<file path="src/rtl/llr_conv_pipe.sv">
// llr_conv_pipe: two-stage multi-lane LLR converter between two's complement and sign-magnitude, with symmetric saturation (saturation counter enabled by LLR_CONV_SAT_CNT_EN)
module llr_conv_pipe #(
  parameter int LANES = 8,
  parameter int IN_W  = 8,
  parameter int OUT_W = 6
) (
  input  logic                   i_clk,
  input  logic                   i_rst_n,
  input  logic                   i_valid,
  output logic                   o_ready,
  input  logic                   i_mode,
  input  logic [LANES*IN_W-1:0]  i_data,
  output logic                   o_valid,
  input  logic                   i_ready,
  output logic [LANES*OUT_W-1:0] o_data,
  output logic [LANES-1:0]       o_sat_mask,
  input  logic                   i_sat_cnt_clr,
  output logic [31:0]            o_sat_cnt
);
  localparam logic [IN_W-1:0] MAXM = IN_W'((1 << (OUT_W - 1)) - 1);
  if (IN_W < 2 || OUT_W < 2 || OUT_W > IN_W) begin : g_bad_params
    $error("llr_conv_pipe: requires 2 <= OUT_W <= IN_W");
  end
  logic                   s1_valid, s1_mode, s2_valid, s2_adv;
  logic [LANES-1:0]       s1_sign, a_sign, b_sat;
  logic [LANES*IN_W-1:0]  s1_mag, a_mag;
  logic [LANES*OUT_W-1:0] b_out;
  assign s2_adv  = !s2_valid || i_ready;
  assign o_ready = !s1_valid || s2_adv;
  assign o_valid = s2_valid;
  // per lane: sign/magnitude split ahead of S1, clamp and format ahead of S2
  for (genvar k = 0; k < LANES; k++) begin : g_lane
    logic [IN_W-1:0]  x, m;
    logic [OUT_W-2:0] c;
    assign x = i_data[k*IN_W +: IN_W];
    assign a_sign[k] = x[IN_W-1];
    assign a_mag[k*IN_W +: IN_W] = i_mode ? {1'b0, x[IN_W-2:0]} : (x[IN_W-1] ? -x : x);
    assign m = s1_mag[k*IN_W +: IN_W];
    assign b_sat[k] = m > MAXM;
    assign c = b_sat[k] ? MAXM[OUT_W-2:0] : m[OUT_W-2:0];
    assign b_out[k*OUT_W +: OUT_W] = s1_mode ? (s1_sign[k] ? -{1'b0, c} : {1'b0, c}) : {s1_sign[k], c};
  end
  // S1: capture sign, absolute magnitude and mode of an accepted beat
  always_ff @(posedge i_clk or negedge i_rst_n) begin
    if (!i_rst_n) begin
      s1_valid <= 1'b0;
      s1_mode  <= 1'b0;
      s1_sign  <= '0;
      s1_mag   <= '0;
    end else if (o_ready) begin
      s1_valid <= i_valid;
      if (i_valid) begin
        s1_mode <= i_mode;
        s1_sign <= a_sign;
        s1_mag  <= a_mag;
      end
    end
  end
  // S2: capture the formatted result; holds steady while downstream stalls
  always_ff @(posedge i_clk or negedge i_rst_n) begin
    if (!i_rst_n) begin
      s2_valid   <= 1'b0;
      o_data     <= '0;
      o_sat_mask <= '0;
    end else if (s2_adv) begin
      s2_valid <= s1_valid;
      if (s1_valid) begin
        o_data     <= b_out;
        o_sat_mask <= b_sat;
      end
    end
  end
`ifdef LLR_CONV_SAT_CNT_EN
  localparam int PCW = $clog2(LANES + 1);
  logic [PCW-1:0] pc;
  logic [32:0]    sum;
  // popcount of the outgoing mask added to the running total, one spare bit to catch overflow
  always_comb begin
    pc = '0;
    for (int k = 0; k < LANES; k++) pc = pc + PCW'(o_sat_mask[k]);
    sum = {1'b0, o_sat_cnt} + 33'(pc);
  end
  // sticky saturating event counter; clear takes priority over a transfer
  always_ff @(posedge i_clk or negedge i_rst_n) begin
    if (!i_rst_n) o_sat_cnt <= '0;
    else if (i_sat_cnt_clr) o_sat_cnt <= '0;
    else if (o_valid && i_ready) o_sat_cnt <= sum[32] ? '1 : sum[31:0];
  end
`else
  logic unused_clr;
  assign unused_clr = i_sat_cnt_clr;
  assign o_sat_cnt  = '0;
`endif
endmodule
</file>
<file path="config.mk">
export PLATFORM = sky130hd
export DESIGN_NAME = llr_conv_pipe
export DESIGN_NICKNAME = d
export VERILOG_FILES = /design/src/rtl/llr_conv_pipe.sv
export SDC_FILE = /design/constraint.sdc
export NUM_CORES = 1
export LEC_CHECK = 0
export CORE_ASPECT_RATIO = 0.9
export CORE_UTILIZATION = 30
export CTS_CLUSTER_SIZE = 20
export DETAILED_ROUTE_END_ITERATION = 12
export PLACE_DENSITY_LB_ADDON = 0.12
export REMOVE_ABC_BUFFERS = 1
export SLEW_MARGIN = 20
export SYNTH_ARGS = -nofsm -noshare
export SYNTH_HDL_FRONTEND = slang
export SYNTH_SLANG_ARGS = --single-unit
export TNS_END_PERCENT = 100
</file>
<file path="constraint.sdc">
create_clock -name i_clk -period 4.3 [get_ports i_clk]
set_input_delay 0.86 -clock i_clk [delete_from_list [all_inputs] [get_ports i_clk]]
set_output_delay 0.86 -clock i_clk [all_outputs]
set_load 0.005 [all_outputs]
</file>
After elaboration in Yosys (flattened, before gate mapping)
Cells that the tools add are included.
- memories: 0
- memory bits (read-only): 0
- register bits: 131
- output and inout port bits: 90
- input bits: 70
- RAM bits: 0
- bits in latches: 0
- word-level logic and storage cells: 77
- add/sub/neg operators: 16
- bitwise logic cells: 0
- multipliers: 0
- magnitude comparators: 8
- shifts and indexed selects: 0
- eq/ne operators: 0
- divide/modulo/power cells: 0
- reduce and logical (&&, ||, !) cells: 6
- mux-type cells: 40
- operators by type and width (operator ; count):
    2-to-1 mux 8 bit ; 16
    2-to-1 mux 6 bit ; 16
    > comparator 8 x 5 -> 1 bit, second input constant ; 8
    negator 8 bit ; 8
    negator 5 -> 6 bit ; 8
    2-to-1 mux 5 bit ; 8
    AND reduction 2 bit ; 2
    zero test 1 bit ; 2
    logical OR 1 bit ; 2

Depth between registers and ports, before layout
Gate-level depths: netlist of run 1.
- depth after elaboration: 5
- depth in mapped cells: 7
- depth with buffers taken out: 6

Worst setup path after synthesis of run 1
OpenSTA, ideal clock, no wires.
- path type: input-to-reg
- from: input port i_ready
- to: register s1_mode
- buffers on the path: 2
- data required time: 4.175 ns
- cell stages on the path: 5
- arrival: 1.848 ns
- setup slack: 2.327 ns
- cell sequence: nand3b_1 -> nand2_1 -> buf_2 -> buf_2 -> mux2_2
- longest elaborated chain between the ends: 3
- RTL lines (element ; RTL line ; RTL):
    start: declaration ; 14 ; input logic i_ready,
    logical OR 1 bit ; 28 ; assign s2_adv = !s2_valid || i_ready;
    logical OR 1 bit ; 29 ; assign o_ready = !s1_valid || s2_adv;
    AND reduction 2 bit (no source line) ; - ;
    end signal: assignment ; 53 ; s1_mode <= i_mode;
    end: declaration ; 24 ; logic s1_valid, s1_mode, s2_valid, s2_adv;
No other way between the ends.
A chain may end at the register's enable or synchronous reset.

Final worst setup path of run 1
- from: input port i_ready
- to: output port o_ready
- longest elaborated chain between the ends: 2
- RTL lines (element ; RTL line ; RTL):
    logical OR 1 bit ; 28 ;
    logical OR 1 bit ; 29 ;
    end: declaration ; 10 ; output logic o_ready,
No other way between the ends.

==> impl_metrics.py, run 1 <==
metrics = {
    "grt": {
        "grt_max_degree": 109,
        "grt.total_usage_pct": 14.2,
        "grt_antenna_before_repair": 0,
        "grt_pass1_wl_um": 26600,
        "first_global_vias": 5260,
        "overflow": 0,
    },
    "routing": {
        "drt-vias-per-instance": 4.56,
        "vias": 5547,
        "antenna_left": 0,
        "routed_wl_um": 15800,
        "dr.pass1.iters": 6,
        "wire_per_inst_um": 13.0,
        "drt_iter0_markers": 183,
        "post-route-drc-count": 0,
    },
    "finish": {
        "fin_nets": 990,
        "final_cell_mix": "nand2_1 (139), dfrtp_1 (131), o21ai_0 (125), clkdlybuf4s50_1 (125), nor2_1 (74)",
        "diodes": 0,
        "fin_cells": 1217,
        "area_delta_synth_final_pct": 27.6,
        "drive_above_1_share_pct": 5.76,
        "layout_commonest_cell": "nand2_1",
    },
    "floorplan": {
        "placementRows": 52,
        "start_util_pct": 30.8,
        "ios": 160,
        "die_w_um": 162,
        "core_area_mm2": 0.0226,
        "die_h_um": 146,
        "design.die.area_mm2": 0.0238,
    },
    "timing": {
        "min_period_over_period_pct": 67.6,
        "hold_viol_final": 0,
        "max_freq_mhz": 344,
        "rsz0062_at_grt": "false",
        "skew_ns": 0.0101,
        "final.setup.tns_ns": 0,
        "slew_viol_final": 0,
        "setup_viol": 0,
        "tightest_slew_ns": 1.01,
        "period_minus_slack_ns": 2.91,
        "slew_headroom_pct": 32.4,
    },
    "clock_network": {
        "hold_buffers": 0,
        "htreeDepth": 4,
        "clk_pin_slew_ns": 0.06,
        "cts_setup_buffers": 0,
        "clkLatencyLatePin_ns": 0.42,
        "cts_tree": "done",
        "cts_max_path_buffers": 2,
        "numClockSinks": 131,
        "cts_root_buffer": "clkbuf_16",
        "postCtsResizedCells": 0,
        "cts_buffers": 17,
    },
    "placement": {
        "dp.cells": 1186,
        "io_buffer_count": 126,
        "globalplace.congestion": 0.796,
        "place_hpwl_um": 11300,
    },
    "hold_path": {
        "min_path_type": "reg2reg",
        "min_from": "o_data[19]$_DFFE_PN0P_",
        "whs_endpoint": "o_data[19]$_DFFE_PN0P_",
        "whs_path_depth": 2,
    },
    "yosys": {
        "postSynth.asyncResetShare_pct": 100,
        "synth_top_area_share_pct": 47.2,
        "syn-cell-area_mm2": 0.00695,
        "synthCells": 795,
        "ys_seq_elements": 131,
        "synth_cell_types": 31,
        "avgSynthCellArea_um2": 8.74,
        "ys_top_cells_by_area": "dfrtp_1 (47%), o21ai_0 (9.0%), nand2_1 (7.6%), xnor2_1 (5.2%), nor2_1 (4.0%)",
        "synth_edf_count": 0,
        "ys.flop_type": "dfrtp_1",
        "yosys.area.top_type": "dfrtp_1",
        "synth_seq_area_share_pct": 47.2,
        "yosys_warnings": 0,
    },
    "worst_setup_path": {
        "slowest_delay_ns": 0.54,
        "cp_max_fo": 3,
        "cp.required_ns": 3.44,
        "ff2ff_path_depth": 4,
        "cp_slowest_cell": "clkdlybuf4s50_1",
        "path_cells": "clkdlybuf4s50_1 > nand3b_1 > clkdlybuf4s50_1",
        "crit_family": "buffers and inverters",
        "reg2reg_slack_ns": 2.24,
        "cp_common_cell": "clkdlybuf4s50_1",
        "critPathKind": "in2out",
        "startpoint_type": "primary input",
        "crit_buf_inv": 2,
        "reg2reg_from": "s1_mode$_DFFE_PN0P_",
        "cp.arrival_ns": 2.05,
        "rr_endpoint": "o_data[43]$_DFFE_PN0P_",
        "crit_path_end_kind": "primary output",
    },
    "pwr": {
        "vdd_drop_max_uv": 227,
        "leakagePower_nw": 3.82,
        "cellPowerDensity_mw_per_mm2": 445,
    },
    "run": {
        "maxCapViolCount": 0,
    },
    "status": {
        "status": "completed",
    },
}
[worst min-delay path, delay by kind of cell, from the launching register on]
family,cells,cell delay (ns)
AND/OR/NAND/NOR,1,0.05
flip-flops,1,0.34
AO/OA/AOI/OAI,1,0.05
[synth_stat cells, drive strengths merged (10+ instances only)]
cell type    n
nand2      141
dfrtp      131
o21ai      126
nor2        74
buf         43
xnor2       41
a21oi       35
clkbuf      26
nor3        23
inv         21
nor4        15
mux2        14
xor2        14
ha          12
nand2b      12
or3         12
a31oi       11
o31ai       10
[state kept, by name (all words and copies together), names as in the netlist]
name and cells:
s1_mag 64, o_sat_mask 8, s1_mode 1, s1_sign 8, o_data 48, s1_valid 1, o_valid 1
[area by class of cell]
class                           instances  area (µm²)
Clock buffer                           20         437
Clock inverter                         11        66.3
Fill cell                            2301       13700
Inverter                               21        78.8
Multi-Input combinational cell        605        3320
Sequential cell                       131        3280
Tap cell                              297         372
Timing Repair Buffer                  132        1310
[layer usage]
layer	wire, µm	track usage (%)	share of wire, %	vias to the layer above
li1	-	-	-	2876
met1	8100	20.1	51	2538
met2	6900	21.1	44	119
met3	645	3.47	4.1	14
met4	206	4.62	1.3	0
met5	0	0	0	-
[power by group]
part	total (mW)	internal [mW]	leakage [nW]	switching, mW
Combinational	1.01	0.544	1.99	0.463
Clock	1.26	0.724	0.245	0.532
Sequential	1.68	1.48	1.59	0.200
Total	3.94	2.75	3.82	1.20
[worst max path at each step]
stage                       start                endpoint  cells after the start
after floorplan           i_ready     s1_mode$_DFFE_PN0P_                      3
after global placement    i_ready  s1_mag[29]$_DFFE_PN0P_                      5
after detailed placement  i_ready   s1_mag[1]$_DFFE_PN0P_                      5
after CTS                 i_ready                 o_ready                      3
after global routing      i_ready                 o_ready                      3
final                     i_ready                 o_ready                      3
[cell families (layout without fill, tap and decap cells)]
kind of cell	after synthesis	in the layout	share of synthesized area (%)
XOR/XNOR	55	55	6.94
AND/OR/NAND/NOR	292	292	18.2
multiplexers	22	22	3.42
flip-flops	131	131	47.2
adder cells (fa/ha/maj)	12	12	2.16
AO/OA/AOI/OAI	192	192	15.2
buffers and inverters	90	184	6.88
other	1	32	0.0540
[stage by stage]
stage                     setup WS [ns]  util (%)  hold slack, ns  instance area (µm²)  power, mW
after floorplan                   0.743         -           0.451                 6660       2.15
after global placement             1.37      37.0           0.461                 8360       2.72
after detailed placement           1.34      37.0           0.467                 8360       2.73
after CTS                          1.38      39.2           0.479                 8860       4.00
after global routing               1.32      39.2           0.507                 8860       4.21
final                              1.39      39.2           0.473                 8860       3.94
(Power assumes the default switching activity.)
==> run 2, diff against run 1 <==
clock period = 2.8 ns   (was 4.3 ns; I/O delays follow)
==> impl_metrics.py, run 2 (same netlist as run 1, synthesis figures left out) <==
metrics = {
    "status": {
        "status": "completed",
    },
    "clock_network": {
        "hold_buffers": 0,
        "cts_buffers": 17,
        "postCtsResizedCells": 0,
        "cts_setup_buffers": 0,
        "htreeDepth": 4,
        "clkLatencyLatePin_ns": 0.42,
        "numClockSinks": 131,
        "cts_max_path_buffers": 2,
        "clk_pin_slew_ns": 0.06,
        "cts_tree": "done",
        "cts_root_buffer": "clkbuf_16",
    },
    "finish": {
        "largest_register": "s1_mag",
        "multi_input_area_mm2": 0.00332,
        "diodes": 0,
        "reg_top3": "s1_mag (64), o_data (48)",
        "fin_nets": 1000,
        "largest_reg_flops": 64,
        "fillers": 2319,
        "register_area_mm2": 0.00328,
        "layout_commonest_cell": "nand2_1",
        "area_delta_synth_final_pct": 31.5,
        "final_area_mm2": 0.00913,
        "drive_above_1_share_pct": 6.98,
        "final_cell_mix": "nand2_1 (139), dfrtp_1 (131), o21ai_0 (125), clkdlybuf4s50_1 (125), nor2_1 (74)",
        "fin_cells": 1228,
    },
    "worst_setup_path": {
        "cp.required_ns": 2.24,
        "cp.arrival_ns": 1.75,
        "startpoint_type": "primary input",
        "crit_start": "i_ready",
        "crit_path_end_kind": "primary output",
        "cp_max_fo": 3,
        "reg2reg_from": "s1_mag[23]$_DFFE_PN0P_",
        "critPathKind": "in2out",
    },
    "timing": {
        "min_period_over_period_pct": 82.3,
        "max_freq_mhz": 434,
        "slew_viol_final": 0,
        "tightest_slew_ns": 0.683,
        "worst_slack_ns": 0.495,
        "rsz0062_at_grt": "false",
        "hold_viol_final": 0,
        "period_minus_slack_ns": 2.31,
        "setup_viol": 0,
        "skew_ns": 0.00896,
        "slew_headroom_pct": 54.1,
    },
    "routing": {
        "routed-wl-met2_um": 7070,
        "antenna_left": 0,
        "vias": 5567,
        "dr.pass1.iters": 4,
        "drt_iter0_markers": 225,
        "drt-vias-per-instance": 4.53,
        "routed_wl_um": 15800,
        "wire_per_inst_um": 12.9,
        "post-route-drc-count": 0,
        "dr_wl_met3_um": 653,
        "top_layer": "met4",
        "met1_length_um": 7940,
    },
    "grt": {
        "overflow": 0,
        "grt_max_degree": 68,
        "first_global_vias": 5341,
        "grt_antenna_before_repair": 0,
        "grt_pass1_wl_um": 26700,
        "grt.total_usage_pct": 14.2,
    },
    "pwr": {
        "intPower_mw": 4.82,
        "vdd_drop_max_uv": 327,
        "p_comb_share_pct": 23.5,
        "clkPwrFrac_pct": 38.0,
        "seqPwrFrac_pct": 38.4,
        "leakagePower_nw": 3.96,
        "sw_frac_of_total_pct": 27.9,
        "p_sw_mw": 1.87,
        "power_mw": 6.69,
        "cellPowerDensity_mw_per_mm2": 733,
    },
    "floorplan": {
        "design.die.area_mm2": 0.0238,
        "die_h_um": 146,
        "ios": 160,
        "start_util_pct": 30.8,
        "die_w_um": 162,
        "core_area_mm2": 0.0226,
        "placementRows": 52,
    },
    "placement": {
        "dpl_worst_slack_ns": 0.487,
        "dp.cells": 1196,
        "globalplace.congestion": 0.812,
        "io_buffer_count": 126,
        "place_hpwl_um": 11900,
        "placed_area_mm2": 0.00846,
    },
    "hold_path": {
        "min_path_type": "in2async",
    },
    "run": {
        "maxCapViolCount": 0,
    },
}
==> run 2: changes by cell type in the layout (fill, tap and decap cells not counted), moves of 2 or more <==
cell / previous run / this run
bufinv_16: 0 / 6
buf_12: 0 / 2
clkinv_4: 1 / 3
clkinv_2: 7 / 1
clkinvlp_4: 3 / 1
buf_4: 6 / 14
==> run 2: power by group through the flow <==
| stage | sequential, mW | combinational (mW) | clock, mW |
|---|---|---|---|
| 5_1_grt | 2.63 | 1.79 | 2.70 |
| 3_5_place_dp | 2.61 | 1.61 | 0 |
| 2_1_floorplan | 2.55 | 0.750 | 0 |
| 3_3_place_gp | 2.60 | 1.59 | 0 |
| 4_1_cts | 2.58 | 1.61 | 2.62 |
| 6_report | 2.57 | 1.58 | 2.55 |
==> run 2: area by class of cell <==
cell class | instances | area share, %
Clock inverter | 12 | 2.49
Clock buffer | 20 | 4.89
Multi-Input combinational cell | 605 | 36.4
Tap cell | 297 | 4.07
Sequential cell | 131 | 35.9
Timing Repair Buffer | 142 | 15.4
Inverter | 21 | 0.863
==> run 2: worst paths after layout <==
check | depth (start not counted) | end | slack [ns]
hold / removal | 1 | o_data[1]$_DFFE_PN0P_ | 0.15
max in group asynchronous | 2 | s1_mag[18]$_DFFE_PN0P_ | 2.02
setup / recovery | 3 | o_ready | 0.49
setup reg to reg | 5 | o_data[16]$_DFFE_PN0P_ | 0.98
min in group i_clk | 2 | o_data[19]$_DFFE_PN0P_ | 0.47
hold reg to reg | 2 | o_data[19]$_DFFE_PN0P_ | 0.47
==> run 2: worst max-delay path: stages <==
cell and delay, ns:
clkdlybuf4s50_1 0.46, nand3b_1 0.19, clkdlybuf4s50_1 0.53
==> run 2: stage by stage <==
stage          setup TNS [ns]  hold WS [ns]  utilization, %
2_1_floorplan          -26.82         0.264               -
3_3_place_gp                0         0.463            37.5
3_5_place_dp                0         0.470            37.5
4_1_cts                     0         0.164            40.4
5_1_grt                     0         0.190            40.4
6_report                    0         0.148            40.4
==> run 2: metal layers <==
metal / vias to the layer above / global-route usage [%]
met5: - / 0
met4: 0 / 4.39
met3: 15 / 3.18
met2: 116 / 22.0
met1: 2534 / 19.5
li1: 2902 / -
==> run 3, diff against run 2 <==
clock period = 2 ns   (was 2.8 ns; I/O delays follow)
==> impl_metrics.py, run 3 (same netlist as run 1, synthesis figures left out) <==
metrics = {
    "finish": {
        "drive_above_1_share_pct": 8.27,
        "largest_register": "s1_mag",
        "largest_reg_flops": 64,
        "fillers": 2303,
        "diodes": 0,
        "postLayoutCoreUtil_pct": 40.6,
        "layout_commonest_cell": "nand2_1",
        "area_delta_synth_final_pct": 32.1,
        "final_cell_mix": "nand2_1 (139), dfrtp_1 (131), o21ai_0 (125)",
        "fin_nets": 1013,
        "reg_top3": "s1_mag (64), o_data (48)",
        "register_area_mm2": 0.00328,
        "multi_input_area_mm2": 0.00332,
    },
    "clock_network": {
        "cts_root_buffer": "clkbuf_16",
        "cts_buffers": 17,
        "htreeDepth": 4,
        "cts_max_path_buffers": 2,
        "numClockSinks": 131,
        "clk_pin_slew_ns": 0.06,
        "cts_tree": "done",
        "clkLatencyLatePin_ns": 0.41,
    },
    "timing": {
        "hold_ws_ns": 0.475,
        "period_minus_slack_ns": 1.73,
        "slew_viol_final": 0,
        "worst_slack_ns": 0.271,
        "tightest_slew_ns": 0.594,
        "rsz0062_at_grt": "false",
        "skew_ns": 0.00864,
        "setup_viol": 0,
        "min_period_over_period_pct": 86.5,
        "max_freq_mhz": 578,
        "slew_headroom_pct": 60.0,
        "hold_viol_final": 0,
    },
    "floorplan": {
        "die_w_um": 162,
        "placementRows": 52,
        "core_area_mm2": 0.0226,
        "ios": 160,
        "start_util_pct": 30.8,
        "die_h_um": 146,
        "design.die.area_mm2": 0.0238,
    },
    "routing": {
        "met1_length_um": 8110,
        "routed-wl-met2_um": 7320,
        "wire_per_inst_um": 13.1,
        "routed_wl_um": 16200,
        "top_layer": "met4",
        "vias": 5547,
        "drt-vias-per-instance": 4.47,
        "dr_wl_met3_um": 662,
        "antenna_left": 0,
        "drt_iter0_markers": 247,
        "dr.pass1.iters": 5,
        "post-route-drc-count": 0,
    },
    "pwr": {
        "leakagePower_nw": 3.99,
        "seqPwrFrac_pct": 40.2,
        "clkPwrFrac_pct": 34.1,
        "power_mw": 8.91,
        "p_sw_mw": 2.63,
        "vdd_drop_max_uv": 461,
        "intPower_mw": 6.28,
        "sw_frac_of_total_pct": 29.5,
        "p_comb_share_pct": 25.7,
        "cellPowerDensity_mw_per_mm2": 972,
    },
    "grt": {
        "grt_antenna_before_repair": 1,
        "grt_pass1_wl_um": 27700,
        "overflow": 0,
        "grt_max_degree": 50,
        "grt.total_usage_pct": 14.7,
        "first_global_vias": 5466,
    },
    "worst_setup_path": {
        "cp.required_ns": 1.60,
        "cp_max_fo": 2,
        "crit_buf_inv": 1,
        "crit_path_end_kind": "primary output",
        "path_cells": "clkdlybuf4s50_1",
        "cp_slowest_cell": "clkdlybuf4s50_1",
        "reg2reg_from": "s1_mag[38]$_DFFE_PN0P_",
        "cp.arrival_ns": 1.33,
        "crit_start": "o_sat_mask[6]$_DFFE_PN0P_",
        "critPathKind": "reg2out",
        "slowest_delay_ns": 0.53,
        "startpoint_type": "flip-flop",
        "crit_family": "buffers and inverters",
    },
    "placement": {
        "io_buffer_count": 126,
        "dpl_worst_slack_ns": 0.0103,
        "place_hpwl_um": 12200,
        "globalplace.congestion": 0.788,
    },
    "hold_path": {
        "min_path_type": "reg2reg",
        "min_from": "o_sat_mask[7]$_DFFE_PN0P_",
    },
    "status": {
        "status": "completed",
    },
    "run": {
        "maxCapViolCount": 0,
    },
}
==> run 3: changes by cell type in the layout (fill, tap and decap cells not counted) <==
cell             change
buf_4                +9
dlymetal6s2s_1       +1
clkinv_4             +1
clkbuf_1             -2
clkdlybuf4s50_1      -1
buf_12               +3
dlygate4sd3_1        +1
clkinv_2             +3
bufinv_16            -4
clkinvlp_4           +2
inv_6                -1
==> run 3: path summary, 6_finish.rpt <==
| kind | endpoint | slack [ns] | cells past startpoint |
|---|---|---|---|
| max in group asynchronous | o_data[32]$_DFFE_PN0P_ | 0.90 | 3 |
| setup reg to reg | o_data[28]$_DFFE_PN0P_ | 0.32 | 6 |
| hold reg to reg | o_sat_mask[7]$_DFFE_PN0P_ | 0.48 | 2 |
| hold / removal | o_sat_mask[7]$_DFFE_PN0P_ | 0.48 | 2 |
| setup / recovery | o_sat_mask[6] | 0.27 | 1 |
| min in group asynchronous | o_data[0]$_DFFE_PN0P_ | 0.51 | 2 |
==> run 3: final cells by class <==
cell class / instances / share of cell area [%]
Tap cell: 297 / 4.05
Clock buffer: 18 / 4.79
Clock inverter: 13 / 1.50
Timing Repair Buffer: 155 / 16.9
Sequential cell: 131 / 35.7
Multi-Input combinational cell: 605 / 36.2
Inverter: 21 / 0.859
==> run 3: stage by stage <==
stage | area (µm²) | setup TNS (ns) | std cells
2_1_floorplan | 6660 | -102.23 | 757
3_3_place_gp | 8580 | 0 | 1208
3_5_place_dp | 8580 | 0 | 1208
4_1_cts | 9170 | 0 | 1240
5_1_grt | 9170 | 0 | 1240
6_report | 9170 | 0 | 1240
==> run 3: power groups by stage <==
stage	clock, mW	combinational, mW	sequential, mW
detailed placement	0	2.34	3.64
finish	3.04	2.29	3.58
floorplan	0	1.05	3.57
global route	3.25	2.61	3.67
global placement	0	2.31	3.64
CTS	3.14	2.34	3.59
==> run 3: routing by layer <==
layer,vias to the layer above,track usage (%)
met4,0,4.81
met2,107,23.0
li1,2925,-
met3,9,3.21
met1,2506,20.0
met5,-,0
==> run 3: worst reg2reg max path, cell delays in order, from the launching register on <==
cell	delay, ns
dfrtp_1	0.42
or3_1	0.45
nor2_1	0.15
ha_1	0.19
a31oi_1	0.10
xor2_1	0.15
o21ai_0	0.15
==> run 3: repair_timing <==
action | 4_1_cts | 5_1_grt
gates resized for setup | 0 | 1
setup buffers | 0 | 0
setup endpoints to repair | 0 | 1
endpoints found under the hold margin | 44 | 0
hold buffers | 1 | 0
